<file path="config.mk">
export PLATFORM = sky130hd
export DESIGN_NAME = data_mem_port_ctrl_flat
export DESIGN_NICKNAME = d
export VERILOG_FILES = /design/src/rtl/data_mem_port_ctrl_if.sv /design/src/rtl/data_mem_port_ctrl.sv /design/src/flat_wrapper.sv
export SDC_FILE = /design/constraint.sdc
export NUM_CORES = 1
export LEC_CHECK = 0
export ABC_AREA = 1
export CORE_ASPECT_RATIO = 0.7
export CORE_MARGIN = 2
export CORE_UTILIZATION = 46
export CTS_BUF_LIST = sky130_fd_sc_hd__clkbuf_8
export CTS_CLUSTER_DIAMETER = 30
export DETAILED_ROUTE_END_ITERATION = 8
export PLACE_DENSITY = 0.75
export SLEW_MARGIN = 20
export SYNTH_ARGS = -nofsm -noshare
export SYNTH_HDL_FRONTEND = slang
export SYNTH_SLANG_ARGS = --single-unit
</file>
<file path="constraint.sdc">
create_clock -name clk -period 11.2 [get_ports clk]
set_input_delay 1.12 -clock clk [delete_from_list [all_inputs] [get_ports clk]]
set_output_delay 1.12 -clock clk [all_outputs]
set_load 0.005 [all_outputs]
</file>
<file path="src/rtl/data_mem_port_ctrl_if.sv">
// Bus bundle between the execute/memory stage, the data-port controller and
// the data port of the dual-port word memory.
//   req_*  : load/store request handshake (valid/ready) from the pipeline
//   resp_* : single-cycle completion pulse back to the pipeline
//   mem_*  : word-addressed memory port (registered, two-cycle read latency)
// Modports:
//   slave  : the controller (accepts requests, drives the memory port)
//   master : the surroundings (pipeline requester plus the memory itself)
interface data_mem_port_ctrl_if #(
  parameter int ADDR_WIDTH = 14,
  parameter int DATA_WIDTH = 32
);
  logic                  req_valid;
  logic                  req_ready;
  logic                  req_write;
  logic [1:0]            req_size;
  logic                  req_unsigned;
  logic [ADDR_WIDTH+1:0] req_addr;
  logic [DATA_WIDTH-1:0] req_wdata;

  logic                  resp_valid;
  logic [DATA_WIDTH-1:0] resp_rdata;
  logic                  resp_err;

  logic [ADDR_WIDTH-1:0] mem_addr;
  logic                  mem_we;
  logic [DATA_WIDTH-1:0] mem_wdata;
  logic [DATA_WIDTH-1:0] mem_rdata;

  modport slave (
    input  req_valid, req_write, req_size, req_unsigned, req_addr, req_wdata,
    output req_ready,
    output resp_valid, resp_rdata, resp_err,
    output mem_addr, mem_we, mem_wdata,
    input  mem_rdata
  );

  modport master (
    output req_valid, req_write, req_size, req_unsigned, req_addr, req_wdata,
    input  req_ready,
    input  resp_valid, resp_rdata, resp_err,
    input  mem_addr, mem_we, mem_wdata,
    output mem_rdata
  );
endinterface

</file>
<file path="src/rtl/data_mem_port_ctrl.sv">
// CPU-side initiator for the data port of the dual-port word memory.
// Takes one load/store at a time, does byte/half lane extraction with
// sign/zero extension on loads, and read-modify-write for sub-word stores.
// Ports:
//   clk  : single clock, rising edge
//   rst  : asynchronous active-high reset
//   bus  : data_mem_port_ctrl_if.slave (request, response and memory port)
//
// state   | meaning
// --------+-----------------------------------------------------------
// IDLE    | req_ready=1, waiting for a request
// ISSUE   | address on memory; word store writes here, others start a read
// WAIT    | read data in flight through the memory pipeline
// CAPTURE | mem_rdata valid: extend load data or build the merged word
// MERGE   | write the merged word of a sub-word store
// RESP    | one-cycle response pulse
module data_mem_port_ctrl #(
  parameter int ADDR_WIDTH = 14,
  parameter int DATA_WIDTH = 32
) (
  input logic             clk,
  input logic             rst,
  data_mem_port_ctrl_if.slave bus
);

  typedef enum logic [2:0] {
    S_IDLE,
    S_ISSUE,
    S_WAIT,
    S_CAPTURE,
    S_MERGE,
    S_RESP
  } state_t;

  localparam logic [1:0] SZ_BYTE = 2'b00;
  localparam logic [1:0] SZ_HALF = 2'b01;
  localparam logic [1:0] SZ_WORD = 2'b10;

  state_t state_q, state_d;

  logic                  write_q;
  logic [1:0]            size_q;
  logic                  uns_q;
  logic [ADDR_WIDTH+1:0] addr_q;
  logic [DATA_WIDTH-1:0] wdata_q;
  logic [DATA_WIDTH-1:0] mem_wdata_q;
  logic [DATA_WIDTH-1:0] rdata_q;
  logic                  err_q;

  logic                  req_err;
  logic                  accept;
  logic [DATA_WIDTH-1:0] lane_shift;
  logic [DATA_WIDTH-1:0] load_ext;
  logic [DATA_WIDTH-1:0] merged;

  // Misaligned half/word or the illegal size code; detected on the request
  // itself so an erroring request never touches memory.
  assign req_err = (bus.req_size == 2'b11) ||
                   (bus.req_size == SZ_HALF && bus.req_addr[0]) ||
                   (bus.req_size == SZ_WORD && (bus.req_addr[1:0] != 2'b00));

  assign accept = (state_q == S_IDLE) && bus.req_valid;

  assign bus.mem_addr   = addr_q[ADDR_WIDTH+1:2];
  assign bus.mem_wdata  = mem_wdata_q;
  assign bus.resp_rdata = rdata_q;
  assign bus.resp_err   = err_q;

  // Byte lane k moves to bits [7:0]; half lane 1 is the same shift as byte lane 2.
  assign lane_shift = bus.mem_rdata >> {addr_q[1:0], 3'b000};

  always_comb begin
    load_ext = bus.mem_rdata;
    case (size_q)
      SZ_BYTE: load_ext = uns_q ? {24'h000000, lane_shift[7:0]}
                                : {{24{lane_shift[7]}}, lane_shift[7:0]};
      SZ_HALF: load_ext = uns_q ? {16'h0000, lane_shift[15:0]}
                                : {{16{lane_shift[15]}}, lane_shift[15:0]};
      default: load_ext = bus.mem_rdata;
    endcase
  end

  always_comb begin
    merged = bus.mem_rdata;
    case (size_q)
      SZ_BYTE: merged[{addr_q[1:0], 3'b000} +: 8] = wdata_q[7:0];
      SZ_HALF: merged[{addr_q[1], 4'b0000} +: 16] = wdata_q[15:0];
      default: merged = wdata_q;
    endcase
  end

  always_ff @(posedge clk or posedge rst) begin
    if (rst) state_q <= S_IDLE;
    else     state_q <= state_d;
  end

  always_comb begin
    state_d        = state_q;
    bus.req_ready  = 1'b0;
    bus.resp_valid = 1'b0;
    bus.mem_we     = 1'b0;
    case (state_q)
      S_IDLE: begin
        bus.req_ready = 1'b1;
        if (bus.req_valid) state_d = req_err ? S_RESP : S_ISSUE;
      end
      S_ISSUE: begin
        if (write_q && size_q == SZ_WORD) begin
          bus.mem_we = 1'b1;
          state_d    = S_RESP;
        end else begin
          state_d = S_WAIT;
        end
      end
      S_WAIT:    state_d = S_CAPTURE;
      S_CAPTURE: state_d = write_q ? S_MERGE : S_RESP;
      S_MERGE: begin
        bus.mem_we = 1'b1;
        state_d    = S_RESP;
      end
      S_RESP: begin
        bus.resp_valid = 1'b1;
        state_d        = S_IDLE;
      end
      default: state_d = S_IDLE;
    endcase
  end

  // rdata_q/err_q are only ever non-zero during RESP: they are loaded on the
  // edge entering RESP and cleared on the edge leaving it.
  always_ff @(posedge clk or posedge rst) begin
    if (rst) begin
      write_q     <= 1'b0;
      size_q      <= 2'b00;
      uns_q       <= 1'b0;
      addr_q      <= '0;
      wdata_q     <= '0;
      mem_wdata_q <= '0;
      rdata_q     <= '0;
      err_q       <= 1'b0;
    end else begin
      if (accept) begin
        write_q <= bus.req_write;
        size_q  <= bus.req_size;
        uns_q   <= bus.req_unsigned;
        addr_q  <= bus.req_addr;
        wdata_q <= bus.req_wdata;
        err_q   <= req_err;
        if (bus.req_write && bus.req_size == SZ_WORD && !req_err)
          mem_wdata_q <= bus.req_wdata;
      end
      if (state_q == S_CAPTURE) begin
        if (write_q) mem_wdata_q <= merged;
        else         rdata_q     <= load_ext;
      end
      if (state_q == S_RESP) begin
        rdata_q <= '0;
        err_q   <= 1'b0;
      end
    end
  end

endmodule

</file>
<file path="src/flat_wrapper.sv">
// flat-port wrapper written by rule: the top's interface ports become plain ports
module data_mem_port_ctrl_flat 
#(
  parameter int ADDR_WIDTH = 14,
  parameter int DATA_WIDTH = 32
)
  (clk, rst, bus_req_valid, bus_req_write, bus_req_size, bus_req_unsigned, bus_req_addr, bus_req_wdata, bus_req_ready, bus_resp_valid, bus_resp_rdata, bus_resp_err, bus_mem_addr, bus_mem_we, bus_mem_wdata, bus_mem_rdata);
  data_mem_port_ctrl_if #(.ADDR_WIDTH(ADDR_WIDTH), .DATA_WIDTH(DATA_WIDTH)) bus_i ();
  input logic clk;
  input logic rst;
  input wire logic [$bits(bus_i.req_valid)-1:0] bus_req_valid;
  input wire logic [$bits(bus_i.req_write)-1:0] bus_req_write;
  input wire logic [$bits(bus_i.req_size)-1:0] bus_req_size;
  input wire logic [$bits(bus_i.req_unsigned)-1:0] bus_req_unsigned;
  input wire logic [$bits(bus_i.req_addr)-1:0] bus_req_addr;
  input wire logic [$bits(bus_i.req_wdata)-1:0] bus_req_wdata;
  output wire logic [$bits(bus_i.req_ready)-1:0] bus_req_ready;
  output wire logic [$bits(bus_i.resp_valid)-1:0] bus_resp_valid;
  output wire logic [$bits(bus_i.resp_rdata)-1:0] bus_resp_rdata;
  output wire logic [$bits(bus_i.resp_err)-1:0] bus_resp_err;
  output wire logic [$bits(bus_i.mem_addr)-1:0] bus_mem_addr;
  output wire logic [$bits(bus_i.mem_we)-1:0] bus_mem_we;
  output wire logic [$bits(bus_i.mem_wdata)-1:0] bus_mem_wdata;
  input wire logic [$bits(bus_i.mem_rdata)-1:0] bus_mem_rdata;
  assign bus_i.req_valid = bus_req_valid;
  assign bus_i.req_write = bus_req_write;
  assign bus_i.req_size = bus_req_size;
  assign bus_i.req_unsigned = bus_req_unsigned;
  assign bus_i.req_addr = bus_req_addr;
  assign bus_i.req_wdata = bus_req_wdata;
  assign bus_req_ready = bus_i.req_ready;
  assign bus_resp_valid = bus_i.resp_valid;
  assign bus_resp_rdata = bus_i.resp_rdata;
  assign bus_resp_err = bus_i.resp_err;
  assign bus_mem_addr = bus_i.mem_addr;
  assign bus_mem_we = bus_i.mem_we;
  assign bus_mem_wdata = bus_i.mem_wdata;
  assign bus_i.mem_rdata = bus_mem_rdata;
  data_mem_port_ctrl #(.ADDR_WIDTH(ADDR_WIDTH), .DATA_WIDTH(DATA_WIDTH)) u_core (.clk(clk), .rst(rst), .bus(bus_i));
endmodule
</file>
==> results of run 1 <==
## area by class of cell
cell class                 instances  area [um2]
fill                            1472        6170
sequential                       120        3000
inverter                         113         427
clock buffer                      19         262
timing repair buffer             175        1730
multi-input combinational        770        3410
clock inverter                    13         145
tap                              200         250
## how the worst max path moves through the flow
stage                      from                        to  slack (ns)  depth (start not counted)
2_1_floorplan               rst          u_core.addr_q[0]        6.89                          1
6_report       u_core.size_q[0]                bus_mem_we        8.09                          4
3_3_place_gp      bus_req_valid  u_core.bus.mem_wdata[25]        7.52                          7
3_5_place_dp      bus_req_valid  u_core.bus.mem_wdata[31]        7.32                          7
4_1_cts           bus_req_valid  u_core.bus.mem_wdata[31]        7.78                          7
5_1_grt           bus_req_valid   u_core.bus.mem_wdata[5]        7.91                          7
## flip-flops by register name, indices dropped and copies added (netlist names)
register	cells
u_core.bus.mem_wdata	32
u_core.addr_q	16
u_core.uns_q	1
u_core.bus.resp_rdata	32
u_core.state_q	3
u_core.wdata_q	32
u_core.size_q	2
u_core.write_q	1
u_core.bus.resp_err	1
## worst max-delay path, stage by stage, from the launching register on
cell and delay (ns):
dfrtp_1 0.52, nor3_1 0.30, nand2_1 0.08, nand2_1 0.11, clkdlybuf4s50_1 0.52
## through the flow
| step | util [%] | power, W | setup WS [ns] |
|---|---|---|---|
| after global placement | 57.2 | 0.00197 | 7.52 |
| after global routing | 59.9 | 0.00263 | 7.91 |
| after detailed placement | 57.2 | 0.00200 | 7.32 |
| final | 59.9 | 0.00243 | 8.09 |
| after floorplan | - | 0.00154 | 6.89 |
| after CTS | 59.9 | 0.00242 | 7.78 |
## routing by layer
metal / GRT usage (%) / wire length [um] / up-vias
met5: 0 / 0 / -
met4: 9.50 / 529 / 0
met3: 6.36 / 2280 / 44
met2: 40.9 / 9440 / 394
met1: 40.5 / 10600 / 3370
li1: - / - / 3628
## power by group
group / leakage (nW) / internal, W / switching, W
logic: 2.86 / 0.000517 / 0.000731
registers: 1.51 / 0.000630 / 0.000143
clock network: 0.187 / 0.000211 / 0.000201
## cell usage in the layout, fill, tap and decap left out, drive strengths merged, types with 13 or more instances in the layout
cell type | synthesis | final
nand2 | 426 | 426
clkbuf | 18 | 19
o21ai | 121 | 121
o211ai | 13 | 13
nand3 | 77 | 77
inv | 111 | 113
dfrtp | 120 | 120
nor2 | 46 | 46
a21oi | 74 | 74
clkdlybuf4s50 | 0 | 168
## cell families after synthesis
logic type | after synthesis | share of synthesized area (%)
adder cells (fa/ha/maj) | 5 | 0.868
flip-flops | 120 | 41.7
AO/OA/AOI/OAI | 211 | 15.3
buffers and inverters | 184 | 11.3
multiplexers | 1 | 0.139
AND/OR/NAND/NOR | 553 | 30.8
==> out/qor.csv, run 1 <==
metric,value,unit
crit_required,10.08,ns
period_needed,3.11,ns
first_pass_iters,5,
stdcell_count,1410,
cts_inserted_buffers,17,
worstHoldPathType,reg -> reg,
cts_hold_buf,0,
first_global_vias,6949,
dieArea,0.0167,mm2
rr_startpoint,u_core.addr_q[0],
post_cts_buffers,0,
wirelength,22800,um
fin_hold_ws,0.484,ns
io_buffers,168,
drv_slew,0,
clk_latency,0.46,ns
place_area,0.00882,mm2
cp_max_fo,6,
cts_sinks,120,
clk_pin_slew,0.08,ns
r2r_slack,8.39,ns
area_growth,28.1,%
drt_iter0_drc,779,
syn-num-nets,1166,
relSlewSlack,33.5,%
synth_area_leaders,"dfrtp_1, nand2_1, o21ai_0",
grt_remaining_overflow,0,
synth_top_cell_area_share,41.7,%
htreeDepth,4,
hold_depth,2,
grtUsageTotal,27.8,%
cts_tree,done,
drv_cap,0,
ys.flop_type,dfrtp_1,
ctsLongestPathBuffers,2,
num_rows,38,
p_leak,4.56,nW
yosysTopAreaCell,dfrtp_1,
synth_cell_type_count,28,
cts_resized,0,
finalSetupViolations,0,
final_area,0.00923,mm2
place_hpwl,16300,um
timing.fmax,322,MHz
antenna_found_initial,0,
finClkSkew,0.0148,ns
gp_congestion,0.947,
syn_inst,1074,
grt_max_degree,69,
fin_crit_sh,27.8,%
cp-start-kind,flip-flop,
hold_path_startpoint,u_core.addr_q[6],
syn_area_per_cell,6.71,um2
worst_hold_path.endpoint,u_core.addr_q[6],
grt_pass1_wl,36700,um
rsz0062_at_grt,false,
wire_per_inst,16.2,um
synth_area,0.00721,mm2
worstSetupPathType,reg -> out,
core,0.0154,mm2
worstSetupEndpointType,output port,
reg2reg_to,u_core.bus.mem_wdata[7],
drc_errors,0,
async_flop_share,100,%
synth_commonest_cells,"nand2_1, dfrtp_1, o21ai_0",
ant_nets,0,
yosysWarnings,0,
synth-seq-cells,120,
via_per_inst,5.27,
critPathArrivalTime,1.99,ns
die_h,109,um
die_x,154,um
final_layout_size_suffix_gt1_share,4.88,%
start_util,46.8,%
cts_root_buf,clkbuf_8,
vias,7436,
ys_seq_area_share,41.7,%
ir_drop,0.139,mV
synth-edff-count,0,
dp.cells,1378,
ff2ff_path_depth,10,
powerDensity,264,mW/mm2
worst_pin_slew,0.992,ns
ios,169,
final.setup.tns,0,ns
antennaDiodeCount,0,
hold_viol,0,
synth.most_common_cell,nand2_1,
outcome,"complete, no violations",
nets,1289,
Note: power is estimated with default switching activity, not from simulation.
==> inputs of run 2 (changes only) <==
- clock period: 11.2 -> 3.2 ns (I/O delays scaled with it)
==> out/qor.csv, run 2 (synthesis gave the netlist of run 1 again) <==
metric,value,unit
outcome,"complete, no violations",
drv_slew,0,
worstSetupPathType,reg -> out,
num_rows,38,
die_x,154,um
reg2reg_to,u_core.bus.resp_rdata[18],
worstSetupEndpointType,output port,
cts_resized,0,
p_switching,0.00380,W
io_buffers,168,
ios,169,
grt_util_met1,42.2,%
drt_iter0_drc,686,
crit_buf_inv,1,
critPathArrivalTime,1.99,ns
crit_path_start,u_core.size_q[0],
cpPeakStageDelay,0.51,ns
mostFrequentLayoutCells,"nand2_1, clkdlybuf4s50_1, o21ai_0, dfrtp_1, inv_1",
clk_pin_slew,0.09,ns
use_met3,5.92,%
cp_max_fo,6,
clkPwrFrac,17.3,%
cp.depth,4,
final_common_cell,nand2_1,
crit_family,simple AND/OR/NAND/NOR gates,
antennaDiodeCount,0,
worst_pin_slew,0.709,ns
via_per_inst,5.31,
final.setup.tns,0,ns
pwr-share-seq,31.2,%
first_global_vias,6904,
p_leak,4.64,nW
cp-start-kind,flip-flop,
drc_errors,0,
timing.fmax,434,MHz
place_hpwl,16700,um
first_pass_iters,6,
p_sw_share,44.0,%
grt_max_degree,69,
cpMostUsedCell,nand2_1,
fin_crit_sh,72.0,%
ant_nets,0,
hold_viol,0,
crit_required,2.88,ns
core,0.0154,mm2
cp_cell_sequence,nor3_1 > nand2_1 > nand2_1 > clkdlybuf4s50_1,
relSlewSlack,52.7,%
post_cts_buffers,0,
ff2ff_path_depth,9,
final_layout_size_suffix_gt1_share,5.50,%
antenna_found_initial,0,
cts_root_buf,clkbuf_8,
gp_congestion,0.968,
dieArea,0.0167,mm2
setup_ws,0.895,ns
grt_pass1_wl,37000,um
finalSetupViolations,0,
grt_remaining_overflow,0,
cts_hold_buf,0,
rr_startpoint,u_core.size_q[1],
p_int,0.00484,W
vias,7529,
r2r_slack,0.96,ns
period_needed,2.31,ns
crit_end,bus_mem_we,
worstHoldPathType,in -> async,
wire_per_inst,16.2,um
nets,1297,
use_met2,40.3,%
slowest_stage,clkdlybuf4s50_1,
share_comb_of_total_power,51.4,%
wirelength,23000,um
finClkSkew,0.0163,ns
ir_drop,0.569,mV
area_growth,29.3,%
grtUsageTotal,28.0,%
clk_latency,0.45,ns
start_util,46.8,%
cts_inserted_buffers,17,
htreeDepth,4,
powerDensity,927,mW/mm2
grt-busiest-layer,met1,
drv_cap,0,
cts_sinks,120,
die_h,109,um
place_ws,1.06,ns
ctsLongestPathBuffers,2,
cts_tree,done,
rsz0062_at_grt,false,
## run 2: changes by cell type in the layout (fill, tap and decap cells not counted), sizes merged
| cell | change |
|---|---|
| inv | +3 |
| clkinvlp | -5 |
| clkinv | +3 |
| buf | +8 |
| bufinv | +1 |
| clkbuf | -2 |
## run 2: through the flow
step | area (um2) | total power, W | util, % | hold slack [ns] | instances
2_1_floorplan | 7210 | 0.00538 | - | 0.430 | 1074
3_3_place_gp | 8890 | 0.00700 | 57.7 | 0.464 | 1386
3_5_place_dp | 8890 | 0.00708 | 57.7 | 0.466 | 1386
4_1_cts | 9320 | 0.00861 | 60.5 | 0.194 | 1418
5_1_grt | 9320 | 0.00931 | 60.5 | 0.224 | 1418
6_report | 9320 | 0.00863 | 60.5 | 0.195 | 1418
## run 2: worst min-delay path by stage
stage	slack, ns	cells after the start	from	end
2_1_floorplan	0.43	2	bus_req_addr[10]	u_core.addr_q[10]
3_3_place_gp	0.46	2	u_core.addr_q[13]	u_core.addr_q[13]
3_5_place_dp	0.47	2	u_core.bus.resp_rdata[27]	u_core.bus.resp_rdata[27]
4_1_cts	0.19	2	rst	u_core.bus.resp_err
5_1_grt	0.22	2	rst	u_core.bus.resp_rdata[22]
6_report	0.20	2	rst	u_core.bus.resp_err
## run 2: area by class of cell
type,instances,area (um2)
clock buffers,17,234
clock inverters,15,193
fillers,1501,6090
inverters,113,428
multi-input cells,770,3400
flip-flops and latches,120,3000
well taps,200,250
repair buffers,183,1810
## run 2: metal layers
metal / wire length, um / part of all wire, %
met4: 473 / 2.1
met5: 0 / 0
met2: 9540 / 41
met1: 10700 / 47
met3: 2250 / 9.8
## run 2: power by group through the flow
stage,logic (W),clock network [W],registers (W)
2_1_floorplan,0.00276,0,0.00262
3_3_place_gp,0.00431,0,0.00269
3_5_place_dp,0.00438,0,0.00270
4_1_cts,0.00440,0.00151,0.00269
5_1_grt,0.00496,0.00158,0.00278
6_report,0.00444,0.00150,0.00270
==> inputs of run 3 (changes only) <==
- clock period: 3.2 -> 2.2 ns (I/O delays scaled with it)
==> out/qor.csv, run 3 (synthesis gave the netlist of run 1 again) <==
metric,value,unit
cts_inserted_buffers,17,
p_leak,4.64,nW
grtUsageTotal,28.3,%
setup_ws,0.0705,ns
mostFrequentLayoutCells,"nand2_1, clkdlybuf4s50_1, o21ai_0, dfrtp_1, inv_1",
worstHoldPathType,in -> async,
wirelength,23200,um
ios,169,
cpPeakStageDelay,0.52,ns
cpMostUsedCell,nand2_1,
die_x,154,um
outcome,"complete, no violations",
timing.fmax,470,MHz
first_pass_iters,6,
period_needed,2.13,ns
cts_sinks,120,
nets,1304,
clk_pin_slew,0.08,ns
cts_root_buf,clkbuf_8,
dieArea,0.0167,mm2
grt_max_degree,67,
ir_drop,0.753,mV
slowest_stage,clkdlybuf4s50_1,
grt_remaining_overflow,0,
relSlewSlack,67.5,%
ctsLongestPathBuffers,2,
drv_slew,0,
final_layout_size_suffix_gt1_share,6.37,%
clk_latency,0.44,ns
ant_nets,0,
finClkSkew,0.0120,ns
powerDensity,1330,mW/mm2
drv_cap,0,
cp-start-kind,flip-flop,
final_common_cell,nand2_1,
drt_iter0_drc,708,
area_growth,30.0,%
hold_viol,0,
io_buffers,168,
nFillCells,1458,
finalSetupViolations,0,
antennaDiodeCount,0,
vias,7547,
worstSetupEndpointType,output port,
cp_max_fo,6,
place_hpwl,16800,um
die_h,109,um
start_util,46.8,%
num_rows,38,
wire_per_inst,16.3,um
cp_cell_sequence,nor3_2 > nand2_1 > nand2_1 > clkdlybuf4s50_1,
cts_tree,done,
worst_pin_slew,0.488,ns
critPathArrivalTime,1.91,ns
first_global_vias,6978,
grt_pass1_wl,37500,um
final.setup.tns,0,ns
fin_crit_sh,96.8,%
crit_required,1.98,ns
via_per_inst,5.30,
drc_errors,0,
rsz0062_at_grt,false,
core,0.0154,mm2
htreeDepth,4,
worstSetupPathType,reg -> out,
gp_congestion,0.972,
antenna_found_initial,0,
place_ws,0.153,ns
run 3: cell types whose count changed in the layout (fill, tap and decap cells not counted), moves of 2 or more:
cell,delta
clkinvlp_4,+5
buf_4,+4
clkinv_4,-4
buf_12,+3
bufinv_16,-2
clkbuf_8,+2
clkinv_2,+2
dfrtp_1,-2
dfrtp_2,+2
run 3: what timing repair did:
action,4_1_cts,5_1_grt
gates resized for setup,2,2
gates cloned,0,0
buffers inserted,0,0
endpoints found under the setup margin,1,7
hold buffers,0,0
run 3: critical path: cells and delay by family (launching register included):
family / cells / cell delay [ns]
flip-flops: 1 / 0.49
buffers and inverters: 1 / 0.52
AND/OR/NAND/NOR: 3 / 0.45
run 3: layout make-up:
type / count / area [um2] / area share [%]
well taps: 200 / 250 / 2.67
clock inverters: 13 / 121 / 1.30
multi-input cells: 770 / 3410 / 36.4
flip-flops and latches: 120 / 3010 / 32.1
clock buffers: 19 / 262 / 2.79
inverters: 113 / 428 / 4.57
repair buffers: 190 / 1900 / 20.2
run 3: where the power goes:
group | switching, W | internal (W) | leakage, nW | total (W)
Combinational | 0.00377 | 0.00277 | 2.95 | 0.00653
Clock | 0.000988 | 0.000960 | 0.181 | 0.00195
Sequential | 0.000740 | 0.00321 | 1.51 | 0.00395
Total | 0.00549 | 0.00694 | 4.64 | 0.0124
run 3: path summary, 6_finish.rpt:
check | start | end | slack, ns | depth (start not counted)
worst max-delay path | u_core.size_q[0] | bus_mem_we | 0.07 | 4
worst min-delay path | rst | u_core.state_q[2] | 0.22 | 3
worst max register to register | u_core.addr_q[1] | u_core.bus.mem_wdata[3] | 0.22 | 9
worst min register to register | u_core.addr_q[11] | u_core.addr_q[11] | 0.48 | 2
max in group asynchronous | rst | u_core.wdata_q[24] | 1.64 | 3
min in group clk | bus_req_addr[9] | u_core.addr_q[9] | 0.31 | 3
run 3: routing by layer:
| metal | vias up | part of all wire [%] | wire, um | global-route usage, % |
|---|---|---|---|---|
| met4 | 0 | 1.8 | 424 | 7.08 |
| met2 | 403 | 41 | 9630 | 42.2 |
| met1 | 3448 | 47 | 10900 | 41.9 |
| li1 | 3660 | - | - | - |
| met3 | 36 | 10 | 2320 | 6.52 |
| met5 | - | 0 | 0 | 0 |
run 3: metrics by stage:
step / hold WS, ns / total power [W] / cell area, um2 / cells / utilization [%]
2_1_floorplan: 0.330 / 0.00783 / 7210 / 1074 / -
3_3_place_gp: 0.462 / 0.0103 / 8980 / 1393 / 58.3
3_5_place_dp: 0.464 / 0.0104 / 8980 / 1393 / 58.3
4_1_cts: 0.232 / 0.0124 / 9370 / 1425 / 60.8
5_1_grt: 0.253 / 0.0135 / 9370 / 1425 / 60.8
6_report: 0.220 / 0.0124 / 9370 / 1425 / 60.8
